===== src/rtl/serial_adder_pkg.sv =====
// Shared definitions for the bit-serial adder: FSM state encodings and default width.
// Latency: n/a (package only).
// Backpressure: n/a (package only).
package serial_adder_pkg;

    localparam int DEF_WIDTH = 8;

    // 2'd3 is never entered by design; the controller falls back to IDLE if it is.
    typedef enum logic [1:0] {
        ST_IDLE = 2'd0,
        ST_RUN  = 2'd1,
        ST_DONE = 2'd2
    } state_t;

endpackage


===== src/rtl/full_adder.sv =====
// Single-bit full adder stage used by the serial adder, one bit per clock.
// Latency: purely combinational, zero cycles.
// Backpressure: none; output follows inputs.
module full_adder (
    input  logic in1,
    input  logic in2,
    input  logic cin,
    output logic sum,
    output logic cout
);

    logic half;

    // Sum and carry of one bit position
    always_comb begin
        half = in1 ^ in2;
        sum  = half ^ cin;
        cout = (in1 & in2) | (cin & half);
    end

endmodule


===== src/rtl/serial_adder_ctrl.sv =====
// Bit-serial WIDTH-bit adder: latches a, b, cin on start and adds LSB first through one full_adder.
// Latency: done pulses WIDTH cycles after start is accepted; one add per WIDTH+2 cycles at most.
// Backpressure: start is only sampled in IDLE; requests while busy or done are dropped, not queued.
module serial_adder_ctrl
    import serial_adder_pkg::*;
#(
    parameter int WIDTH = DEF_WIDTH
) (
    input  logic             sys_clk,
    input  logic             sys_rst_n,
    input  logic             start,
    input  logic [WIDTH-1:0] a,
    input  logic [WIDTH-1:0] b,
    input  logic             cin,
    output logic             busy,
    output logic             done,
    output logic [WIDTH-1:0] sum,
    output logic             cout
);

    localparam int CNT_W = $clog2(WIDTH + 1);

    state_t           state_q;
    state_t           state_d;

    logic [WIDTH-1:0] a_sr;
    logic [WIDTH-1:0] b_sr;
    // Holds the WIDTH-1 finished bits; the last bit comes straight from the adder.
    logic [WIDTH-2:0] sum_sr;
    logic [WIDTH-1:0] sum_nxt;
    logic             c_reg;
    logic [CNT_W-1:0] cnt;
    logic             last_bit;

    logic             fa_sum;
    logic             fa_cout;

    full_adder u_fa (
        .in1  (a_sr[0]),
        .in2  (b_sr[0]),
        .cin  (c_reg),
        .sum  (fa_sum),
        .cout (fa_cout)
    );

    assign last_bit = (cnt == CNT_W'(WIDTH - 1));
    assign sum_nxt  = {fa_sum, sum_sr};

    // Outputs decode directly from the state register, so nothing combinational reaches them from inputs
    assign busy = (state_q == ST_RUN);
    assign done = (state_q == ST_DONE);

    // State register
    always_ff @(posedge sys_clk) begin
        if (!sys_rst_n) begin
            state_q <= ST_IDLE;
        end else begin
            state_q <= state_d;
        end
    end

    // Next-state logic
    always_comb begin
        state_d = state_q;
        case (state_q)
            ST_IDLE: if (start)    state_d = ST_RUN;
            ST_RUN:  if (last_bit) state_d = ST_DONE;
            ST_DONE:               state_d = ST_IDLE;
            default:               state_d = ST_IDLE;
        endcase
    end

    // Operand capture, serial shifting, carry chain and result registers
    always_ff @(posedge sys_clk) begin
        if (!sys_rst_n) begin
            a_sr   <= '0;
            b_sr   <= '0;
            sum_sr <= '0;
            c_reg  <= 1'b0;
            cnt    <= '0;
            sum    <= '0;
            cout   <= 1'b0;
        end else begin
            case (state_q)
                ST_IDLE: begin
                    if (start) begin
                        a_sr  <= a;
                        b_sr  <= b;
                        c_reg <= cin;
                        cnt   <= '0;
                    end
                end
                ST_RUN: begin
                    a_sr   <= a_sr >> 1;
                    b_sr   <= b_sr >> 1;
                    sum_sr <= sum_nxt[WIDTH-1:1];
                    c_reg  <= fa_cout;
                    cnt    <= cnt + 1'b1;
                    if (last_bit) begin
                        sum  <= sum_nxt;
                        cout <= fa_cout;
                    end
                end
                default: ;
            endcase
        end
    end

endmodule


===== config.mk =====
export PLATFORM = sky130hd
export DESIGN_NAME = serial_adder_ctrl
export DESIGN_NICKNAME = d
export VERILOG_FILES = /design/src/rtl/serial_adder_pkg.sv /design/src/rtl/full_adder.sv /design/src/rtl/serial_adder_ctrl.sv
export SDC_FILE = /design/constraint.sdc
export NUM_CORES = 1
export LEC_CHECK = 0
export CAP_MARGIN = 25
export CORE_ASPECT_RATIO = 0.6
export CORE_MARGIN = 2
export CORE_UTILIZATION = 25
export DETAILED_ROUTE_END_ITERATION = 10
export SLEW_MARGIN = 20
export SYNTH_ARGS = -nofsm -noshare
export SYNTH_HDL_FRONTEND = slang
export SYNTH_SLANG_ARGS = --single-unit

===== constraint.sdc =====
create_clock -name sys_clk -period 2.35 [get_ports sys_clk]
set_input_delay 0.705 -clock sys_clk [delete_from_list [all_inputs] [get_ports sys_clk]]
set_output_delay 0.705 -clock sys_clk [all_outputs]
set_load 0.005 [all_outputs]

# After elaboration in Yosys (flattened, before gate mapping)
# Cells that the tools add are included.
op_classes:
  n_addsub: 1
  n_eq_ne: 5
  muxes: 11
  bitwise: 5
  reduce_logical: 5
ops:
  columns: ["op", "n"]
  rows:
  - ["$pmux 8 s2", 2]
  - ["$mux 8", 2]
  - ["$pmux 4 s2", 1]
  - ["$reduce_and 2->1", 3]
  - ["$add 4x1->4 const B", 1]
  - ["$eq 4x3->1 const B", 1]
  - ["$mux 2", 2]
  - ["$mux 4", 1]
  - ["$pmux 2 s2", 1]
  - ["$and 1x1->1", 2]
  - ["$eq 2x1->1 const B", 1]
  - ["$eq 2x2->1 const B", 1]
  - ["$logic_not 2->1", 1]
  - ["$ne 2x1->1 const B", 1]
  - ["$ne 2x2->1 const B", 1]
  - ["$pmux 1 s2", 1]
  - ["$reduce_bool 2->1", 1]
  - ["$xor 1x1->1", 2]
  - ["$mux 1", 1]
  - ["$or 1x1->1", 1]
totals:
  reg_bits: 39
  inputBits: 20
  output_inout_bits: 11

# Depth between registers and ports, before layout
logic_depth:
  ltp_word: 4
  mapped_depth: 6
  depth_no_buf: 4

# Cells and area by module
# From an unflattened synthesis, not the netlist that was laid out.
unflattened:
  cells_unflattened: 190
  hier_area_um2: 1656.6
by_module_without_submodules:
  columns: ["module", "instances", "cells_per_inst", "area_each_um2"]
  rows:
  - ["serial_adder_ctrl", 1, 189, 1636.6]
  - ["full_adder", 1, 1, 20.0]

# Worst setup path after synthesis
# OpenSTA, ideal clock, no wires.
synth_timing:
  kind: "reg-to-output"
  from: "register state_q[1]"
  to: "output port busy"
  arrival_time_ns: 0.888
  path_slack_ns: 0.757
  path_stages_with_launch: 5
  path_buffers: 2
  cell_sequence: "dfxtp_1 -> nand2b_1 -> buf_6 -> inv_1 -> buf_4"
synth_between:
  elab_chain_cells: 1
synth_rtl:
  columns: ["item", "line", "source"]
  rows:
  - ["from (decl)", "serial_adder_ctrl.sv:23", "state_t state_q;"]
  - ["from (signal assigned)", "serial_adder_ctrl.sv:58", "state_q <= state_d;"]
  - ["$eq 2x1->1", "serial_adder_ctrl.sv:50", "assign busy = (state_q == ST_RUN);"]
  - ["to (decl)", "serial_adder_ctrl.sv:15", "output logic busy,"]
# Every way passes these cells.

# Worst setup path in the final report
# Same ends and word-level chain as after synthesis.

==> results.ini <==
[yosys]
async_reset_ff_share_pct=0
synth.ff_latch_count=39
ys_dominant_reg_cell=dfxtp_1
syn_avg_cell_area_sq_um=8.62
yosysTopAreaCell=dfxtp_1
synth_nets=208
synth_edf_count=0
syn-cell-area_sq_um=1600
synth_area_leaders=dfxtp_1 (49%), nand2_1 (8.9%), a21oi_1 (6.2%), mux2i_1 (5.6%), o21ai_0 (4.1%)
ys_warn_count=0
synthCells=186
yosysTopAreaCellShare_pct=48.7
synth-seq-area-share_pct=48.7
synth.distinct_cells=30

[global_route]
grt_max_degree=25
overflow=0
grt_pass1_wl_mm=6.50
antenna_found_initial=0
track_usage_pct=11.8
grt_pass1_vias=1293

[layout]
layout.cells.non_filler=302
antenna_cells=0
syn_to_final_growth_pct=30.1
largestRegisters=a_sr (8), b_sr (8), sum (8)
drive_above_1_share_pct=7.80
final_cell_mix=dfxtp_1 (39), nand2_1 (38), clkdlybuf4s50_1 (30)
final_common_cell=dfxtp_1
finalNetCount=241

[critical_path]
crit_type=flop to output port
path_cells=nand2b_1 -> inv_1 -> clkdlybuf4s50_1
slowest_stage=clkdlybuf4s50_1
start_kind=flop
end_kind=output port
critPathMaxStageDelay_ps=510
path_max_fanout=7
critical_path_arrival_ps=1480
cp.required_ps=1640

[cts]
root_buffer=clkbuf_8
cts_tree=yes
post_cts_buffers=0
clk_latency_ps=290
cts_made_buffers=5
path_clk_slew_ps=80
cts.sinks=39
cts_max_level=2
cts_resized=0
cts_hold_buf=0
clk_path_buf_depth=2

[timing]
fin_worst_skew_ps=7.22
final.setup.tns_ps=0
max_freq_ghz=0.458
slew_headroom_pct=73.0
tightest_slew_ps=405
rsz0062_at_grt=no
period_share_pct=92.9
slew_violations=0
finalHoldViolCount=0
setup_viol=0
fin_crit_ps=2180

[place]
hpwlAfterDp_mm=2.71
gp_congestion=0.767
io_buffers=30
dp_cells=296

[detailed_routing]
drtIter0Drc=150
routedWlPerCell_um=12.5
wl_mm=3.78
drtPass1Iterations=4
drc=0
vias=1417
ant_nets=0
viasPerCell=4.69

[die]
ios=31
die_w_um=107
dieArea_sq_um=7090
rows=22
core_sq_um=6170
initial_core_util_pct=26.0
die-height_um=66.0

[pwr]
p_leak_uw=0.000726
power_density_nw_per_um2=640
vdd_drop_max_mv=0.242

[outcome]
status=finished clean

[run]
timing.max_cap.violations=0

[min_path]
min_path_type=flop to flop

## routing by layer
metal / share of wire [%] / up-vias / GRT usage, %
met5: 0 / - / 0
met4: 0.45 / 0 / 2.88
met3: 5.3 / 2 / 4.14
met2: 38 / 27 / 15.3
met1: 57 / 674 / 17.9
li1: - / 714 / -
## synthesized netlist by cell type (2+ instances only)
library cell and n:
dfxtp_1 39, nand2_1 38, a21oi_1 20, o21ai_0 13, nor2_1 10, mux2i_1 9
clkbuf_1 7, o22ai_1 7, nand3_1 5, o2bb2ai_1 5, inv_1 4, a22oi_1 3
a32oi_1 3, buf_2 3, nand2b_1 3, buf_4 2, nor3b_1 2
## final timing paths
path / startpoint / endpoint / slack [ps] / depth (start not counted)
setup / recovery: state_q[1]$_SDFFE_PN0P_ / busy / 170 / 3
hold / removal: b_sr[4]$_SDFFE_PN0P_ / b_sr[3]$_SDFFE_PN0P_ / 450 / 2
setup reg to reg: state_q[1]$_SDFFE_PN0P_ / sum[2]$_SDFFE_PN0P_ / 900 / 5
hold reg to reg: b_sr[4]$_SDFFE_PN0P_ / b_sr[3]$_SDFFE_PN0P_ / 450 / 2
## kinds of logic (layout without fill, tap and decap cells)
logic type,Yosys count,count (layout),share of synthesized area [%]
and+or+nand+nor,63,63,17.0
AOI/OAI and AO/OA,56,56,21.5
DFF,39,39,48.7
buffers and inverters,17,49,5.15
muxes,9,9,5.62
adders and majority gates,2,2,2.03
## through the flow
stage / hold slack, ps / setup slack (ps) / area (sq um) / utilization, % / power (uW)
after floorplan: 427 / 757 / 1600 / - / 852
after global placement: 443 / 295 / 2010 / 32.6 / 927
after detailed placement: 442 / 268 / 2010 / 32.6 / 929
after CTS: 454 / 161 / 2080 / 33.8 / 1350
after global routing: 475 / 71.4 / 2080 / 33.8 / 1410
final: 452 / 167 / 2080 / 33.8 / 1330
## area by class of cell
class / count / area [sq um]
repair buffers: 39 / 368
multi-input cells: 130 / 739
fillers: 664 / 4080
well taps: 84 / 105
clock buffers: 5 / 68.8
inverters: 4 / 15.0
clock inverters: 1 / 7.51
flip-flops and latches: 39 / 781
## where the power goes
| part | internal [uW] | switching (uW) |
|---|---|---|
| logic | 89.3 | 103 |
| clock network | 197 | 222 |
| registers | 699 | 23.7 |
| total | 985 | 349 |
## worst max-delay path: cells and delay by family, from the launching register on
family	cells	cell delay, ps
buffers and inverters	2	600
DFF	1	380
and+or+nand+nor	1	210
No activity file was read; power rests on OpenSTA's default activity.
